**config.mk**
```make
export PLATFORM = sky130hd
export DESIGN_NAME = ram_cell_array_master
export DESIGN_NICKNAME = d
export VERILOG_FILES = /design/src/rtl/ram_array_pkg.sv /design/src/rtl/ram_onehot_decode.sv /design/src/rtl/ram_cell_array_master.sv
export SDC_FILE = /design/constraint.sdc
export NUM_CORES = 1
export LEC_CHECK = 0
export CAP_MARGIN = 20
export CORE_UTILIZATION = 41
export DETAILED_ROUTE_END_ITERATION = 8
export PLACE_DENSITY_LB_ADDON = 0.15
export SYNTH_ARGS = -nofsm -noshare
export SYNTH_HDL_FRONTEND = slang
export SYNTH_HIERARCHICAL = 1
export SYNTH_SLANG_ARGS = --single-unit
```
**constraint.sdc**
```tcl
create_clock -name clock -period 2.25 [get_ports clock]
set_clock_uncertainty 0.05 [all_clocks]
set_input_delay 0.5625 -clock clock [delete_from_list [all_inputs] [get_ports clock]]
set_output_delay 0.5625 -clock clock [all_outputs]
set_load 0.005 [all_outputs]
```
**src/rtl/ram_array_pkg.sv**
```systemverilog
// Shared encodings for the 1-bit RAM cell bank controller.
// Holds command opcodes, FSM states and the opcode legality helper.
package ram_array_pkg;

    typedef enum logic [1:0] {
        OP_READ    = 2'b00,
        OP_WRITE   = 2'b01,
        OP_WVERIFY = 2'b10,
        OP_RSVD    = 2'b11
    } op_e;

    typedef enum logic [1:0] {
        ST_IDLE  = 2'b00,
        ST_WRITE = 2'b01,
        ST_READ  = 2'b10,
        ST_RESP  = 2'b11
    } state_e;

    function automatic logic op_legal(input op_e op);
        return (op != OP_RSVD);
    endfunction

endpackage

```
**src/rtl/ram_onehot_decode.sv**
```systemverilog
// Address-to-one-hot strobe decoder; the output is all zero while en is low.
module ram_onehot_decode #(
    parameter int ADDR_W = 3,
    parameter int DEPTH  = 8
) (
    input  logic [ADDR_W-1:0] addr,
    input  logic              en,
    output logic [DEPTH-1:0]  onehot
);

    // One strobe per cell, at most one bit high
    always_comb begin
        onehot = '0;
        for (int i = 0; i < DEPTH; i++) begin
            if (en && (addr == ADDR_W'(i))) begin
                onehot[i] = 1'b1;
            end else begin
                onehot[i] = 1'b0;
            end
        end
    end

endmodule

```
**src/rtl/ram_cell_array_master.sv**
```systemverilog
// Command/response controller sequencing write and read strobes into a bank
// of 1-bit RAM cells, with a write-then-readback verify operation.
module ram_cell_array_master
    import ram_array_pkg::*;
#(
    parameter int DEPTH     = 8,
    parameter int ADDR_W    = 3,
    parameter int READ_WAIT = 1
) (
    input  logic              clock,
    input  logic              reset,
    input  logic              cmd_valid,
    output logic              cmd_ready,
    input  logic [1:0]        cmd_op,
    input  logic [ADDR_W-1:0] cmd_addr,
    input  logic              cmd_wdata,
    output logic              rsp_valid,
    input  logic              rsp_ready,
    output logic              rsp_rdata,
    output logic              rsp_err,
    output logic              busy,
    output logic [DEPTH-1:0]  cell_write_enable,
    output logic              cell_write_data,
    output logic [DEPTH-1:0]  cell_read_enable,
    input  logic [DEPTH-1:0]  cell_read_data
);

    localparam logic [ADDR_W:0] DEPTH_L  = (ADDR_W + 1)'(DEPTH);
    localparam logic [3:0]      LAST_CNT = 4'(READ_WAIT - 1);

    state_e              state_r;
    state_e              state_nxt_s;
    op_e                 op_r;
    logic [ADDR_W-1:0]   addr_r;
    logic                wdata_r;
    logic [3:0]          wait_cnt_r;
    logic                rsp_rdata_r;
    logic                rsp_err_r;
    logic                accept_s;
    logic                read_last_s;
    logic                cmd_ok_s;
    logic                rd_bit_s;
    logic [DEPTH-1:0]    wr_en_s;
    logic [DEPTH-1:0]    rd_en_s;

    assign cmd_ok_s = op_legal(op_e'(cmd_op)) && ({1'b0, cmd_addr} < DEPTH_L);
    // Strobes come only from registered state and latched fields
    assign rd_bit_s = |(cell_read_data & rd_en_s);

    ram_onehot_decode #(.ADDR_W(ADDR_W), .DEPTH(DEPTH)) u_wr_decode (
        .addr   (addr_r),
        .en     (state_r == ST_WRITE),
        .onehot (wr_en_s)
    );

    ram_onehot_decode #(.ADDR_W(ADDR_W), .DEPTH(DEPTH)) u_rd_decode (
        .addr   (addr_r),
        .en     (state_r == ST_READ),
        .onehot (rd_en_s)
    );

    // Next-state and per-cycle control strobes
    always_comb begin
        state_nxt_s = state_r;
        accept_s    = 1'b0;
        read_last_s = 1'b0;
        case (state_r)
            ST_IDLE: begin
                if (cmd_valid) begin
                    accept_s = 1'b1;
                    if (!cmd_ok_s) begin
                        state_nxt_s = ST_RESP;
                    end else if (op_e'(cmd_op) == OP_READ) begin
                        state_nxt_s = ST_READ;
                    end else begin
                        state_nxt_s = ST_WRITE;
                    end
                end else begin
                    state_nxt_s = ST_IDLE;
                end
            end
            ST_WRITE: begin
                if (op_r == OP_WVERIFY) begin
                    state_nxt_s = ST_READ;
                end else begin
                    state_nxt_s = ST_RESP;
                end
            end
            ST_READ: begin
                if (wait_cnt_r == LAST_CNT) begin
                    read_last_s = 1'b1;
                    state_nxt_s = ST_RESP;
                end else begin
                    state_nxt_s = ST_READ;
                end
            end
            ST_RESP: begin
                if (rsp_ready) begin
                    state_nxt_s = ST_IDLE;
                end else begin
                    state_nxt_s = ST_RESP;
                end
            end
            default: state_nxt_s = ST_IDLE;
        endcase
    end

    // State, latched command fields, read wait counter and response data
    always_ff @(posedge clock) begin
        if (reset) begin
            state_r     <= ST_IDLE;
            op_r        <= OP_READ;
            addr_r      <= '0;
            wdata_r     <= 1'b0;
            wait_cnt_r  <= 4'd0;
            rsp_rdata_r <= 1'b0;
            rsp_err_r   <= 1'b0;
        end else begin
            state_r <= state_nxt_s;
            if (accept_s) begin
                op_r        <= op_e'(cmd_op);
                addr_r      <= cmd_addr;
                wdata_r     <= cmd_wdata;
                rsp_rdata_r <= 1'b0;
                rsp_err_r   <= !cmd_ok_s;
            end else if (read_last_s) begin
                rsp_rdata_r <= rd_bit_s;
                rsp_err_r   <= (op_r == OP_WVERIFY) && (rd_bit_s != wdata_r);
            end else if ((state_r == ST_RESP) && rsp_ready) begin
                rsp_rdata_r <= 1'b0;
                rsp_err_r   <= 1'b0;
            end else begin
                rsp_rdata_r <= rsp_rdata_r;
                rsp_err_r   <= rsp_err_r;
            end
            if ((state_r == ST_READ) && !read_last_s) begin
                wait_cnt_r <= wait_cnt_r + 4'd1;
            end else begin
                wait_cnt_r <= 4'd0;
            end
        end
    end

    assign cmd_ready         = (state_r == ST_IDLE);
    assign busy              = (state_r != ST_IDLE);
    assign rsp_valid         = (state_r == ST_RESP);
    assign rsp_rdata         = rsp_rdata_r;
    assign rsp_err           = rsp_err_r;
    assign cell_write_enable = wr_en_s;
    assign cell_read_enable  = rd_en_s;
    assign cell_write_data   = (state_r == ST_WRITE) & wdata_r;

endmodule
```
Word-level counts from Yosys, hierarchy flattened:

Index checks and enable logic that the tools add are counted.

* flip-flop bits (word level): 14
* latch bits: 0
* memory bits (writable): 0
* bits in read-only memories: 0
* input port bits: 18
* logic and storage cells: 86
* memories: 0

* add/subtract/negate cells: 1
* $mul: 0
* divide/modulo/power cells: 0
* order comparisons: 0
* eq/ne operators: 13
* shift operators: 0
* multiplexer cells: 31
* bitwise logic cells: 3
* reduce and logical (&&, ||, !) cells: 31

Operators by type and width (count)
* $mux W1: 26
* $logic_and A1 B1 Y1: 19
* $eq A3 B3 Y1 const B: 4
* $and A8 B8 Y8: 1
* $mux W2: 4
* $pmux W2 S4: 1
* $reduce_or A8 Y1: 1
* $eq A2 B2 Y1 const B: 3
* $eq A3 B2 Y1 const B: 2
* $add A4 B1 Y4 const B: 1
* $logic_not A2 Y1: 2
* $logic_not A4 Y1: 1
* $reduce_bool A2 Y1: 2
* $reduce_or A2 Y1: 2
* $eq A3 B1 Y1 const B: 1
* $logic_not A3 Y1: 1
* $reduce_bool A3 Y1: 1
* $eq A2 B1 Y1 const B: 1
* $logic_not A1 Y1: 2
* $ne A2 B2 Y1 const B: 1
* $and A1 B1 Y1: 1
* $ne A1 B1 Y1: 1
* $not A1 Y1: 1

Longest topological paths before layout:

* word-level depth: 9
* mapped depth: 8

By module:

The synthesis kept the hierarchy.

Modules (own cells, without submodules)
* ram_cell_array_master: instances 1, cells each 87, area an instance 703.2 sq um
* ram_onehot_decode: instances 2, cells each 8, area an instance 96.3 sq um

Worst setup path before layout:

OpenSTA, ideal clock, no wires.

* path type: reg-to-reg
* start point: register state_r[1]
* end point: register rsp_err_r, in the netlist rsp_err
* library setup time: 132 ps
* arrival time: 1507 ps
* data required time: 2068 ps
* path slack: 560 ps
* cell stages (with the launch flop): 9
* clock period less this slack: 1690 ps
* cells stage by stage: dfxtp_1 > buf_2 > nand2b_1 > inv_1 > nor4b_2 > a22oi_1 > nand4_1 > mux2i_1 > a21oi_1

* word-level cells in the longest chain between the ends: 9

RTL lines
* start: declaration: line ram_cell_array_master.sv:31 `state_e state_r;`
* start signal: assignment: line ram_cell_array_master.sv:119 `state_r <= state_nxt_s;`
* $eq A2 B2 Y1: line ram_cell_array_master.sv:58 `.en (state_r == ST_READ),`
* $logic_and A1 B1 Y1: line ram_onehot_decode.sv:15 `if (en && (addr == ADDR_W'(i))) begin`
* $mux W1: line ram_onehot_decode.sv:15
* named net cell_read_enable[0]: line ram_cell_array_master.sv:24 `output logic [DEPTH-1:0] cell_read_enable,`
* $and A8 B8 Y8: line ram_cell_array_master.sv:48 `assign rd_bit_s = |(cell_read_data & rd_en_s);`
* $reduce_or A8 Y1: line ram_cell_array_master.sv:48
* $ne A1 B1 Y1: line ram_cell_array_master.sv:128 `rsp_err_r <= (op_r == OP_WVERIFY) && (rd_bit_s != wdata_r);`
* $logic_and A1 B1 Y1: line ram_cell_array_master.sv:128
* $mux W1: line ram_cell_array_master.sv:126 `end else if (read_last_s) begin`
* $mux W1: line ram_cell_array_master.sv:120 `if (accept_s) begin`
* end signal: assignment: line ram_cell_array_master.sv:125 `rsp_err_r <= !cmd_ok_s;`
* end signal: assignment: line ram_cell_array_master.sv:128
* end signal: assignment: line ram_cell_array_master.sv:134 `rsp_err_r <= rsp_err_r;`
* end: declaration: line ram_cell_array_master.sv:38 `logic rsp_err_r;`

The timed path passes the listed nets, and every way through them passes these cells.
A chain may end at the register's enable or synchronous reset.

Worst setup path after layout:

* start point: register wdata_r
* end point: output port cell_write_data

* word-level cells in the longest chain between the ends: 1

RTL lines
* start: declaration: line ram_cell_array_master.sv:35 `logic wdata_r;`
* start signal: assignment: line ram_cell_array_master.sv:123 `wdata_r <= cmd_wdata;`
* $and A1 B1 Y1: line ram_cell_array_master.sv:151 `assign cell_write_data = (state_r == ST_WRITE) & wdata_r;`
* end: declaration: line ram_cell_array_master.sv:23 `output logic cell_write_data,`

No other way between the ends.

==> results.py <==
metrics = {
    "outcome": {
        "run_status": "complete, no violations",
    },
    "yosys": {
        "synth_top_area_share": 0.3128,
        "yosysUniqueCellTypes": 31,
        "synth_area_per_cell_um2": 8.698,
        "yosysSeqAreaShare": 0.3128,
        "ys_top_cells_by_count": "dfxtp_1, nand2_1, inv_1",
        "ys_warn_count": 6,
        "netlist_area_um2": 895.9,
        "synthCells": 103,
        "synth-edff-count": 0,
        "yosys_register_bits": 14,
        "synth_ff_type": "dfxtp_1",
        "yosysTopAreaCell": "dfxtp_1",
        "synth_nets": 125,
        "yosys-top-cells-area": "dfxtp_1, and4bb_2, and4b_2, nand2_1, ha_1",
        "async_flop_share": 0,
    },
    "global_routing": {
        "grt_pass1_vias": 904,
        "grt.total_usage": 0.2302,
        "grt_overflow_total": 0,
        "antenna_found_initial": 0,
        "grt_pass1_wl_um": 4153,
        "grt_max_degree": 18,
    },
    "min_path": {
        "hold_path.class": "reg2reg",
        "hp-start": "op_r[0]$_SDFFE_PP0P_",
        "hold_path_end": "op_r[0]$_SDFFE_PP0P_",
        "holdPathStages": 2,
    },
    "worst_setup_path": {
        "regToRegEndpoint": "rsp_rdata$_SDFFE_PP0P_",
        "cp-start-kind": "flop",
        "crit_path_end_kind": "primary output",
        "r2r_cells": 8,
        "required_ns": 1.64,
        "crit_fanout": 3,
        "r2r-start": "state_r[0]$_SDFF_PP0_",
        "worstSetupPathType": "reg2out",
        "reg2reg_slack_ns": 0.53,
        "cp.arrival_ns": 1.56,
    },
    "power_and_ir_drop": {
        "clkPwrFrac": 0.258,
        "leakagePower_nw": 0.8282,
        "comb_power_share": 0.341,
        "p_switching_mw": 0.2283,
        "seqPwrFrac": 0.401,
        "powerDensity_mw_per_mm2": 481.3,
        "netSwitchingFraction": 0.3074,
        "internal-power_mw": 0.5143,
        "vdd_drop_max_mv": 0.4468,
        "finalPower_mw": 0.7425,
    },
    "clocking": {
        "cts.path.max_buffers": 2,
        "clk_latency_ns": 0.30,
        "path_clk_slew_ns": 0.09,
        "clock_sinks": 14,
        "cts_made_buffers": 3,
        "holdBufCountCts": 0,
        "cts_tree": "built",
        "h-tree-depth": 1,
        "clock-root-buffer": "clkbuf_4",
    },
    "sta": {
        "drv_slew": 0,
        "fin_crit_sh": 0.9660,
        "slew_headroom": 0.7406,
        "fin_ws_ns": 0.07651,
        "fmax_mhz": 460.1,
        "worst_pin_slew_ns": 0.3883,
        "rsz0062_at_grt": "false",
        "hold_viol_final": 0,
        "setup_viol": 0,
        "period_minus_slack_ns": 2.173,
    },
    "drt": {
        "dr_wl_met3_um": 123,
        "firstDrtPassIters": 6,
        "drt_iter0_markers": 12,
        "wl_met1_um": 1181,
        "dr.max_layer_used": "met4",
        "routedWlPerCell_um": 14.83,
        "drc": 0,
        "routed-via-count": 989,
        "drt-total-wl_um": 2774,
        "final_antenna_net_count": 0,
        "wl_met2_um": 1417,
        "vias_per_cell": 5.289,
    },
    "floorplan": {
        "dieWidth_um": 48.75,
        "start_util": 0.4475,
        "pin_count": 40,
        "rows": 16,
        "die_h_um": 48.75,
        "core_area_mm2": 0.002002,
        "die_area_mm2": 0.002376,
    },
    "placement": {
        "place_hpwl_um": 1776,
        "gp_congestion": 0.8057,
        "numPortBuffers": 39,
        "dp_slack_ns": 0.1358,
    },
    "final_layout": {
        "diodes": 0,
        "final_nets": 183,
        "drive_gt1_frac": 0.3000,
        "area_delta_synth_final_pct": 72.21,
    },
    "run": {
        "cap_violations": 0,
    },
}
## metrics by stage
stage               TNS (ns)  hold slack, ns  instance area, um2  utilization  std cells
finish                     0          0.4173                1543       0.7706        187
global route               0          0.4429                1543       0.7706        187
CTS                  -0.5230          0.4184                1464       0.7313        184
detailed placement         0          0.4058                1364       0.6813        174
global placement           0          0.3921                1364       0.6813        174
floorplan                  0          0.3797               895.9            -        103
## power groups by stage
stage	sequential (mW)	combinational [mW]	clock [mW]
2_1_floorplan	0.287	0.0923	0
3_5_place_dp	0.294	0.201	0
5_1_grt	0.300	0.273	0.200
4_1_cts	0.293	0.230	0.186
6_report	0.298	0.253	0.192
3_3_place_gp	0.291	0.197	0
## flip-flops by register name, summed over array words and instances, names as in the netlist
register,count
wdata_r,1
state_r,2
rsp_err,1
wait_cnt_r,4
rsp_rdata,1
addr_r,3
op_r,2
## worst max-delay path by stage
stage | start | depth (start not counted) | slack [ns] | end
final | wdata_r$_SDFFE_PP0P_ | 3 | 0.08 | cell_write_data
after CTS | state_r[0]$_SDFF_PP0_ | 5 | -0.06 | cell_write_enable[7]
after global placement | state_r[1]$_SDFF_PP0_ | 4 | 0.21 | cell_read_enable[0]
after global routing | wdata_r$_SDFFE_PP0P_ | 3 | 0.02 | cell_write_data
after floorplan | state_r[1]$_SDFF_PP0_ | 8 | 0.56 | rsp_err$_SDFFE_PP0P_
after detailed placement | state_r[1]$_SDFF_PP0_ | 4 | 0.14 | cell_read_enable[0]
## cell families (layout without fill, tap and decap cells)
kind of cell             count (synthesis)  in the layout  share of synthesized area
flip-flops                              14             14                     0.3129
multiplexers                             1              1                    0.01117
buffers and inverters                   12             69                    0.05167
AND/OR/NAND/NOR                         51             51                     0.4134
XOR/XNOR                                 2              2                    0.01956
AO/OA/AOI/OAI                           19             19                     0.1355
adder cells (fa/ha/maj)                  4              4                    0.05587
## layout make-up
type	instances	area, um2
Sequential cell	14	289.0
Timing Repair Buffer	54	535.5
Multi-Input combinational cell	77	600.6
Tap cell	27	33.78
Clock buffer	4	36.28
Fill cell	142	459.2
Inverter	10	40.04
Timing Repair inverter	1	7.507
## metal layers
metal / track usage / vias to the layer above
met4: 0.1029 / 0
met1: 0.2733 / 457
met5: 0 / -
met3: 0.02830 / 5
li1: - / 490
met2: 0.4097 / 37
## worst max-delay path, cell delays in order (launching register included)
cell,delay [ns]
dfxtp_1,0.38
inv_1,0.08
nor3_1,0.25
clkdlybuf4s50_1,0.55
## cells in the final DEF, fill, tap and decap left out, drive strengths merged, types with 2 or more instances in the layout
| cell type | instances |
|---|---|
| nor3b | 2 |
| clkbuf | 4 |
| a21oi | 8 |
| and4 | 2 |
| ha | 4 |
| nor4 | 2 |
| nand2 | 14 |
| a211oi | 3 |
| dlymetal6s2s | 12 |
| buf | 15 |
| nor3 | 2 |
| a22oi | 5 |
| nor2 | 6 |
| clkdlybuf4s50 | 23 |
| dlygate4sd2 | 4 |
| and4b | 6 |
| nand2b | 3 |
| inv | 10 |
| dfxtp | 14 |
| and4bb | 6 |
| nor4b | 2 |
## repair_timing
item	4_1_cts	5_1_grt
gates resized for setup	17	19
setup endpoints to repair	16	14
gates cloned	2	0
pin swaps	1	0
endpoints found under the hold margin	0	0
buffers inserted	4	3
(Power assumes the default switching activity.)
